==> config.mk <==
export PLATFORM = sky130hd
export DESIGN_NAME = cve2_sleep_ctrl
export DESIGN_NICKNAME = d
export VERILOG_FILES = /design/src/rtl/cve2_sleep_ctrl.sv
export SDC_FILE = /design/constraint.sdc
export NUM_CORES = 1
export LEC_CHECK = 0
export BUFFER_PORTS_ARGS = -buffer_cell sky130_fd_sc_hd__buf_2
export CORE_MARGIN = 2
export CORE_UTILIZATION = 55
export DETAILED_ROUTE_END_ITERATION = 10
export PLACE_DENSITY = 0.78
export SLEW_MARGIN = 20
export SYNTH_ARGS = -nofsm -noshare
export SYNTH_HDL_FRONTEND = slang
export SYNTH_SLANG_ARGS = --single-unit
==> constraint.sdc <==
create_clock -name clk_i -period 6.3 [get_ports clk_i]
set_clock_uncertainty 0.15 [all_clocks]
set_input_delay 0.945 -clock clk_i [delete_from_list [all_inputs] [get_ports clk_i]]
set_output_delay 0.945 -clock clk_i [all_outputs]
set_load 0.03 [all_outputs]
==> src/rtl/cve2_sleep_ctrl.sv <==
// Core sleep / clock-enable controller: OFF/RUN/IDLE/SLEEP FSM with idle hysteresis,
// maskable wake sources with cause capture, optional drain-before-halt and a sleep counter.
module cve2_sleep_ctrl #(
  parameter int unsigned NumWakeSrc    = 4,
  parameter int unsigned IdleCycles    = 4,
  parameter bit          StickyFetchEn = 1'b1,
  parameter int unsigned CntWidth      = 32
) (
  input  logic                  clk_i,
  input  logic                  rst_ni,
  input  logic                  fetch_enable_i,
  input  logic                  core_busy_i,
  input  logic [NumWakeSrc-1:0] wake_i,
  input  logic [NumWakeSrc-1:0] wake_mask_i,
  input  logic                  debug_req_i,
  input  logic                  irq_nm_i,
  output logic                  clk_en_o,
  output logic                  fetch_enable_o,
  output logic                  core_sleep_o,
  output logic [1:0]            sleep_state_o,
  output logic                  wake_valid_o,
  output logic [NumWakeSrc+1:0] wake_cause_o,
  output logic [CntWidth-1:0]   sleep_cycles_o
);

  typedef enum logic [1:0] {OFF = 2'd0, RUN = 2'd1, IDLE = 2'd2, SLEEP = 2'd3} state_e;

  localparam int unsigned IW       = (IdleCycles > 1) ? $clog2(IdleCycles) : 1;
  localparam int unsigned IdleLoadI = (IdleCycles == 0) ? 0 : IdleCycles - 1;
  localparam logic [IW-1:0] IdleLoad = IW'(IdleLoadI);

  state_e                  state_q, state_d;
  logic [IW-1:0]           idle_q, idle_d;
  logic                    halt_q, fe_q, wv_q;
  logic [NumWakeSrc+1:0]   cause_q;
  logic [CntWidth-1:0]     cnt_q;
  logic                    wake_any, is_idle, drain_off, wake_exit;

  assign wake_any  = (|(wake_i & wake_mask_i)) | debug_req_i | irq_nm_i;
  assign is_idle   = ~core_busy_i & ~wake_any;
  // A pending halt preempts every other transition once the core has drained.
  assign drain_off = (state_q != OFF) & halt_q & ~core_busy_i;
  assign wake_exit = (state_q == SLEEP) & (state_d == RUN);

  always_ff @(posedge clk_i or negedge rst_ni) begin
    if (!rst_ni) begin
      state_q <= OFF;
      idle_q  <= '0;
    end else begin
      state_q <= state_d;
      idle_q  <= idle_d;
    end
  end

  always_comb begin
    state_d = state_q;
    idle_d  = idle_q;
    if (drain_off) begin
      state_d = OFF;
    end else begin
      unique case (state_q)
        OFF: if (fetch_enable_i) state_d = RUN;
        RUN: if (is_idle) begin
          if (IdleCycles == 0) state_d = SLEEP;
          else begin
            state_d = IDLE;
            idle_d  = IdleLoad;
          end
        end
        IDLE: begin
          if (!is_idle)           state_d = RUN;
          else if (idle_q == '0)  state_d = SLEEP;
          else                    idle_d  = idle_q - 1'b1;
        end
        SLEEP: if (wake_any) state_d = RUN;
        default: state_d = OFF;
      endcase
    end
  end

  // Gate opens combinationally on a wake so the core sees the edge in the wake cycle.
  always_comb begin
    clk_en_o = 1'b0;
    unique case (state_q)
      RUN, IDLE: clk_en_o = 1'b1;
      SLEEP:     clk_en_o = wake_any | halt_q;
      default:   clk_en_o = 1'b0;
    endcase
    core_sleep_o = (state_q == SLEEP) & ~clk_en_o;
  end

  always_ff @(posedge clk_i or negedge rst_ni) begin
    if (!rst_ni) begin
      fe_q   <= 1'b0;
      halt_q <= 1'b0;
    end else if (state_d == OFF) begin
      fe_q   <= 1'b0;
      halt_q <= 1'b0;
    end else if (state_q == OFF) begin
      fe_q   <= 1'b1;
      halt_q <= 1'b0;
    end else if (!StickyFetchEn) begin
      fe_q   <= fetch_enable_i;
      halt_q <= ~fetch_enable_i;
    end
  end

  always_ff @(posedge clk_i or negedge rst_ni) begin
    if (!rst_ni) begin
      wv_q    <= 1'b0;
      cause_q <= '0;
      cnt_q   <= '0;
    end else begin
      wv_q <= wake_exit;
      if (wake_exit) cause_q <= {irq_nm_i, debug_req_i, wake_i & wake_mask_i};
      if (state_q == SLEEP) begin
        if (~&cnt_q) cnt_q <= cnt_q + 1'b1;
      end else if (state_d == SLEEP) begin
        cnt_q <= '0;
      end
    end
  end

  assign fetch_enable_o = fe_q;
  assign sleep_state_o  = state_q;
  assign wake_valid_o   = wv_q;
  assign wake_cause_o   = cause_q;
  assign sleep_cycles_o = cnt_q;

endmodule
; ---- Yosys cells after proc, flatten, opt, wreduce, memory -nomap -nowiden
; Index checks and enable logic that the tools add are counted.
[classes]
n_bitwise = 13
n_eq_ne = 9
shift = 0
n_mul = 0
magnitude_cmp = 0
n_addsub = 2
n_div = 0
muxes = 19
reduce_logical = 12
[ops]
columns = op, count
row1 = 32-bit two-way mux, 3
row2 = "32-bit by 1-bit adder with 32-bit output, second input constant", 1
row3 = 32-bit AND reduction, 1
row4 = 2-bit two-way mux, 9
row5 = "2-bit inequality test, second input constant", 4
row6 = 2-bit case mux with 4 select lines, 1
row7 = 2-bit nonzero test, 4
row8 = "2-bit == test, second input constant", 3
row9 = 2-bit logical NOT, 3
row10 = 1-bit bitwise AND, 5
row11 = 5-bit AND reduction, 1
row12 = 4-bit bitwise AND, 1
row13 = "2-bit by 1-bit == test with 1-bit output, second input constant", 2
row14 = 1-bit two-way mux, 4
row15 = 1-bit NOT, 4
row16 = 2-bit case mux with 2 select lines, 1
row17 = 4-bit OR reduction, 1
row18 = 1-bit bitwise OR, 3
row19 = 1-bit case mux with 2 select lines, 1
row20 = 2-bit AND reduction, 1
row21 = 2-bit OR reduction, 1
row22 = "2-bit by 1-bit subtractor with 2-bit output, second input constant", 1
[word_totals]
memories = 0
output_inout_bits = 44
latch_bits = 0
ram_bits = 0
mem_bits_ro = 0
ff_bits = 45

; ---- Depth between registers and ports, before layout
[logic_depth]
depth_word = 12
mapped_depth = 8

; ---- Least setup slack after synthesis
; No wires, ideal clock.
[synth_timing]
path_type = register -> output
startpoint = reg state_q[0], in the netlist sleep_state_o[0]
endpoint = out core_sleep_o
t_arrival_ns = 2.317
path_stages_with_launch = 7
slack_ns = 2.888
required_time_ns = 5.205
path_cell_list = dfrtp_1 -> ha_1 -> buf_1 -> clkbuf_1 -> a21oi_1 -> nor2_1 -> nor2_1
[synth_between]
elab_chain_len = 5
word_cells_on_any_way = 7
classes_between = eq/ne: 3 / mux: 1 / bitwise: 2 / reduce/logical: 1
[synth_rtl]
columns = element, line
row1 = start: declaration, 32  ; state_e state_q, state_d;
row2 = start signal: assignment, 50  ; state_q <= state_d;
row3 = 2-bit by 1-bit == test with 1-bit output / 2-bit == test (equally long branches), 84  ; unique case (state_q)
row4 = 2-bit OR reduction, 84
row5 = 1-bit case mux with 2 select lines (*), 84
row6 = via clk_en_o, 17  ; output logic clk_en_o,
row7 = 1-bit NOT (*), 89  ; core_sleep_o = (state_q == SLEEP) & ~clk_en_o;
row8 = 1-bit bitwise AND (*), 89
row9 = end: declaration, 19  ; output logic core_sleep_o,
; Mark *: on every way through the listed nets, which the timed path passes. The rest lies on a longest branch.

; ---- Worst setup path in the final report
[layout_timing]
startpoint = reg state_q[0], in the netlist sleep_state_o[0]
endpoint = reg cnt_q[29], in the netlist sleep_cycles_o[29]
[layout_between]
elab_chain_len = 7
word_cells_on_any_way = 19
classes_between = eq/ne: 5 / mux: 8 / bitwise: 2 / reduce/logical: 4
[layout_rtl]
columns = element, line
row1 = 2-bit two-way mux / 2-bit nonzero test (equally long branches), "72, 42"
row2 = 2-bit two-way mux / 1-bit bitwise AND (equally long branches), "71, 42"
row3 = 2-bit case mux with 4 select lines / 1-bit bitwise AND (equally long branches), "61, 42"
row4 = 2-bit two-way mux, 58  ; if (drain_off) begin
row5 = 2-bit == test, 118  ; end else if (state_d == SLEEP) begin
row6 = 2-bit nonzero test (no source line), -
row7 = 2-bit AND reduction (no source line), -
row8 = end signal: assignment, 117  ; if (~&cnt_q) cnt_q <= cnt_q + 1'b1;
row9 = end: declaration, 36  ; logic [CntWidth-1:0] cnt_q;
; Parallel ways exist; a longest one is shown, timed or not.
; A chain may end at the register's enable or synchronous reset.

==> results.sh <==
export IMPL_ctsResizeCount=0
export IMPL_numClockSinks=44
export IMPL_drt_pre_antenna_iters=4
export IMPL_power_density_mw_per_mm2=402
export IMPL_wire_per_inst_um=15.8
export IMPL_fin_hold_ws_ns=0.358
export IMPL_dpl_worst_slack_ns=2.47
export IMPL_status="complete, no violations"
export IMPL_yosys_warnings=0
export IMPL_drt_total_wl_mm=6.40
export IMPL_grt_max_degree=45
export IMPL_core_mm2=0.00472
export IMPL_syn_nets=308
export IMPL_hold_viol_final=0
export IMPL_power_mw=1.25
export IMPL_dp_hpwl_mm=4.53
export IMPL_synth_area_leaders="dfrtp_1 (41%), o22ai_2 (3.7%), nand2_1 (3.6%)"
export IMPL_max_cap_viol_count=0
export IMPL_yosysSeqAreaShare=0.407
export IMPL_crit_fanout=23
export IMPL_drv_slew=0
export IMPL_dieArea_mm2=0.00549
export IMPL_worst_setup_path_end_kind="flip-flop"
export IMPL_avgSynthCellArea_um2=9.42
export IMPL_num_vias=2426
export IMPL_setup_tns_final_ns=0
export IMPL_worst_path_buf_inv=1
export IMPL_area_delta_synth_final_pct=15.4
export IMPL_insertedDiodeCount=0
export IMPL_setup_violations=0
export IMPL_worstPathRequired_ns=6.32
export IMPL_io_buffers=57
export IMPL_path_clk_slew_ns=0.08
export IMPL_grt_pass1_wl_mm=10.7
export IMPL_cp_slowest_cell="ha_1"
export IMPL_drc=0
export IMPL_initial_core_util=0.572
export IMPL_fin_crit_ns=3.82
export IMPL_synthesis_area_mm2=0.00270
export IMPL_grt_overflow_total=0
export IMPL_relSlewSlack=0.297
export IMPL_drt_initial_drc_count=292
export IMPL_fmax_ghz=0.262
export IMPL_die_h_um=74.1
export IMPL_synth_cells=287
export IMPL_rsz0062_at_grt="false"
export IMPL_postRouteAntennaNets=0
export IMPL_num_rows=25
export IMPL_crit_family="compound AO/OA/AOI/OAI gates"
export IMPL_clkLatencyLatePin_ns=0.29
export IMPL_netlist_area_leader_share=0.407
export IMPL_nets=359
export IMPL_ys_flop_type="dfrtp_1"
export IMPL_clockRootBuffer="clkbuf_8"
export IMPL_numCtsBuffers=5
export IMPL_post_route_cells_drive_above_1_share=0.251
export IMPL_post_cts_buffers=0
export IMPL_grt_usage=0.247
export IMPL_first_global_vias=2173
export IMPL_synth_area_leader_cell="dfrtp_1"
export IMPL_ys_ff_latch=44
export IMPL_synth_async_reset_ratio=1.00
export IMPL_synth_distinct_cells=55
export IMPL_peakVddDrop_mv=0.215
export IMPL_antenna_found_initial=0
export IMPL_tightest_slew_ns=1.05
export IMPL_vias_per_cell=5.98
export IMPL_layout_setup_ws_ns=2.48
export IMPL_slowest_delay_ns=0.76
export IMPL_ios=58
export IMPL_crit_path_cell_trace="ha_1, inv_1, a22o_1, o31a_1, or3_1, a311o_1"
export IMPL_htreeDepth=2
export IMPL_tritoncts="built"
export IMPL_final_cells=406
export IMPL_final_period_utilization=0.606
export IMPL_p_leak_nw=1.39
export IMPL_crit_type="reg -> reg"
export IMPL_chipWidth_um=74.1
export IMPL_clockBufferDepth=2
export IMPL_finalWeightedCongestion=0.897
export IMPL_crit_path_start_kind="flip-flop"
export IMPL_fill_cells=412
export IMPL_synth_edf_count=0
export IMPL_holdCritPathClass="reg -> reg"
export IMPL_cts_hold_buf=0
export IMPL_arrival_ns=3.84
export IMPL_dp_cells=398
per-stage QoR:
step                area, um^2   util
floorplan                 2700      -
global placement          3020  0.640
detailed placement        3020  0.640
CTS                       3120  0.660
global route              3120  0.660
finish                    3120  0.660
power breakdown:
| part | switching [mW] | leakage, nW | total, mW | internal [mW] |
|---|---|---|---|---|
| Combinational | 0.381 | 0.780 | 0.583 | 0.202 |
| Clock | 0.101 | 0.0445 | 0.191 | 0.0894 |
| Sequential | 0.104 | 0.563 | 0.480 | 0.375 |
final timing paths:
path | startpoint | end | slack [ns] | depth (start not counted)
worst max-delay path | sleep_state_o[0] | sleep_cycles_o[29] | 2.48 | 6
worst min-delay path | fetch_enable_o | fetch_enable_o | 0.36 | 1
worst max register to register | sleep_state_o[0] | sleep_cycles_o[29] | 2.48 | 6
worst min register to register | fetch_enable_o | fetch_enable_o | 0.36 | 1
max in group asynchronous | rst_ni | sleep_cycles_o[22] | 5.13 | 1
min in group asynchronous | rst_ni | wake_cause_o[4] | 0.49 | 1
sequential cells by signal, indices dropped and copies added, names as in the netlist:
register        flops
sleep_cycles_o     32
sleep_state_o       2
wake_valid_o        1
idle_q              2
fetch_enable_o      1
wake_cause_o        6
routing by layer:
metal,track usage,up-vias,routed length (um),part of all wire
li1,-,1185,-,-
met1,0.367,1168,3040,0.47
met2,0.391,69,3010,0.47
met3,0.0312,4,303,0.047
met4,0.0485,0,46,0.0072
met5,0,-,0,0
layout by cell type, fill, tap and decap left out, types with 4 or more instances in the layout:
cell / Yosys / final
o21ai_0: 6 / 6
clkbuf_8: 0 / 6
a21oi_1: 9 / 9
o22ai_2: 8 / 8
inv_1: 23 / 23
mux2i_1: 7 / 7
nor4_1: 5 / 5
nand4_1: 13 / 13
nand2b_1: 4 / 4
and3_1: 11 / 11
nor2_1: 9 / 9
xnor2_1: 10 / 10
nand2_1: 26 / 26
dfrtp_1: 44 / 44
or3_1: 5 / 5
buf_4: 1 / 4
ha_1: 7 / 7
nand3_1: 14 / 14
nor3_1: 9 / 9
a311o_1: 5 / 5
buf_2: 1 / 56
final cells by class:
type | instances | area, um^2 | share of cell area
repair buffers | 60 | 310 | 0.0995
flip-flops and latches | 44 | 1100 | 0.353
inverters | 23 | 86.3 | 0.0277
multi-input cells | 204 | 1440 | 0.463
clock inverters | 1 | 7.51 | 0.00241
clock buffers | 7 | 86.3 | 0.0277
well taps | 67 | 83.8 | 0.0269
kinds of logic after synthesis:
kind of cell    count (synthesis)  share of synthesized area
simple gates                  105                      0.208
compound gates                 71                      0.220
fa+ha+maj                       7                     0.0324
buf+inv                        39                     0.0588
flops                          44                      0.407
mux                             9                     0.0342
xor+xnor                       12                     0.0389
synth_stat cells (4+ instances only):
library cell and count:
a21oi_1 9, a311o_1 5, and3_1 11, clkbuf_1 12, dfrtp_1 44, ha_1 7, inv_1 23, mux2i_1 7
nand2_1 26, nand2b_1 4, nand3_1 14, nand4_1 13, nor2_1 9, nor3_1 9, nor4_1 5, o21ai_0 6
o22ai_2 8, or3_1 5, xnor2_1 10
No activity file was read; power rests on OpenSTA's default activity.
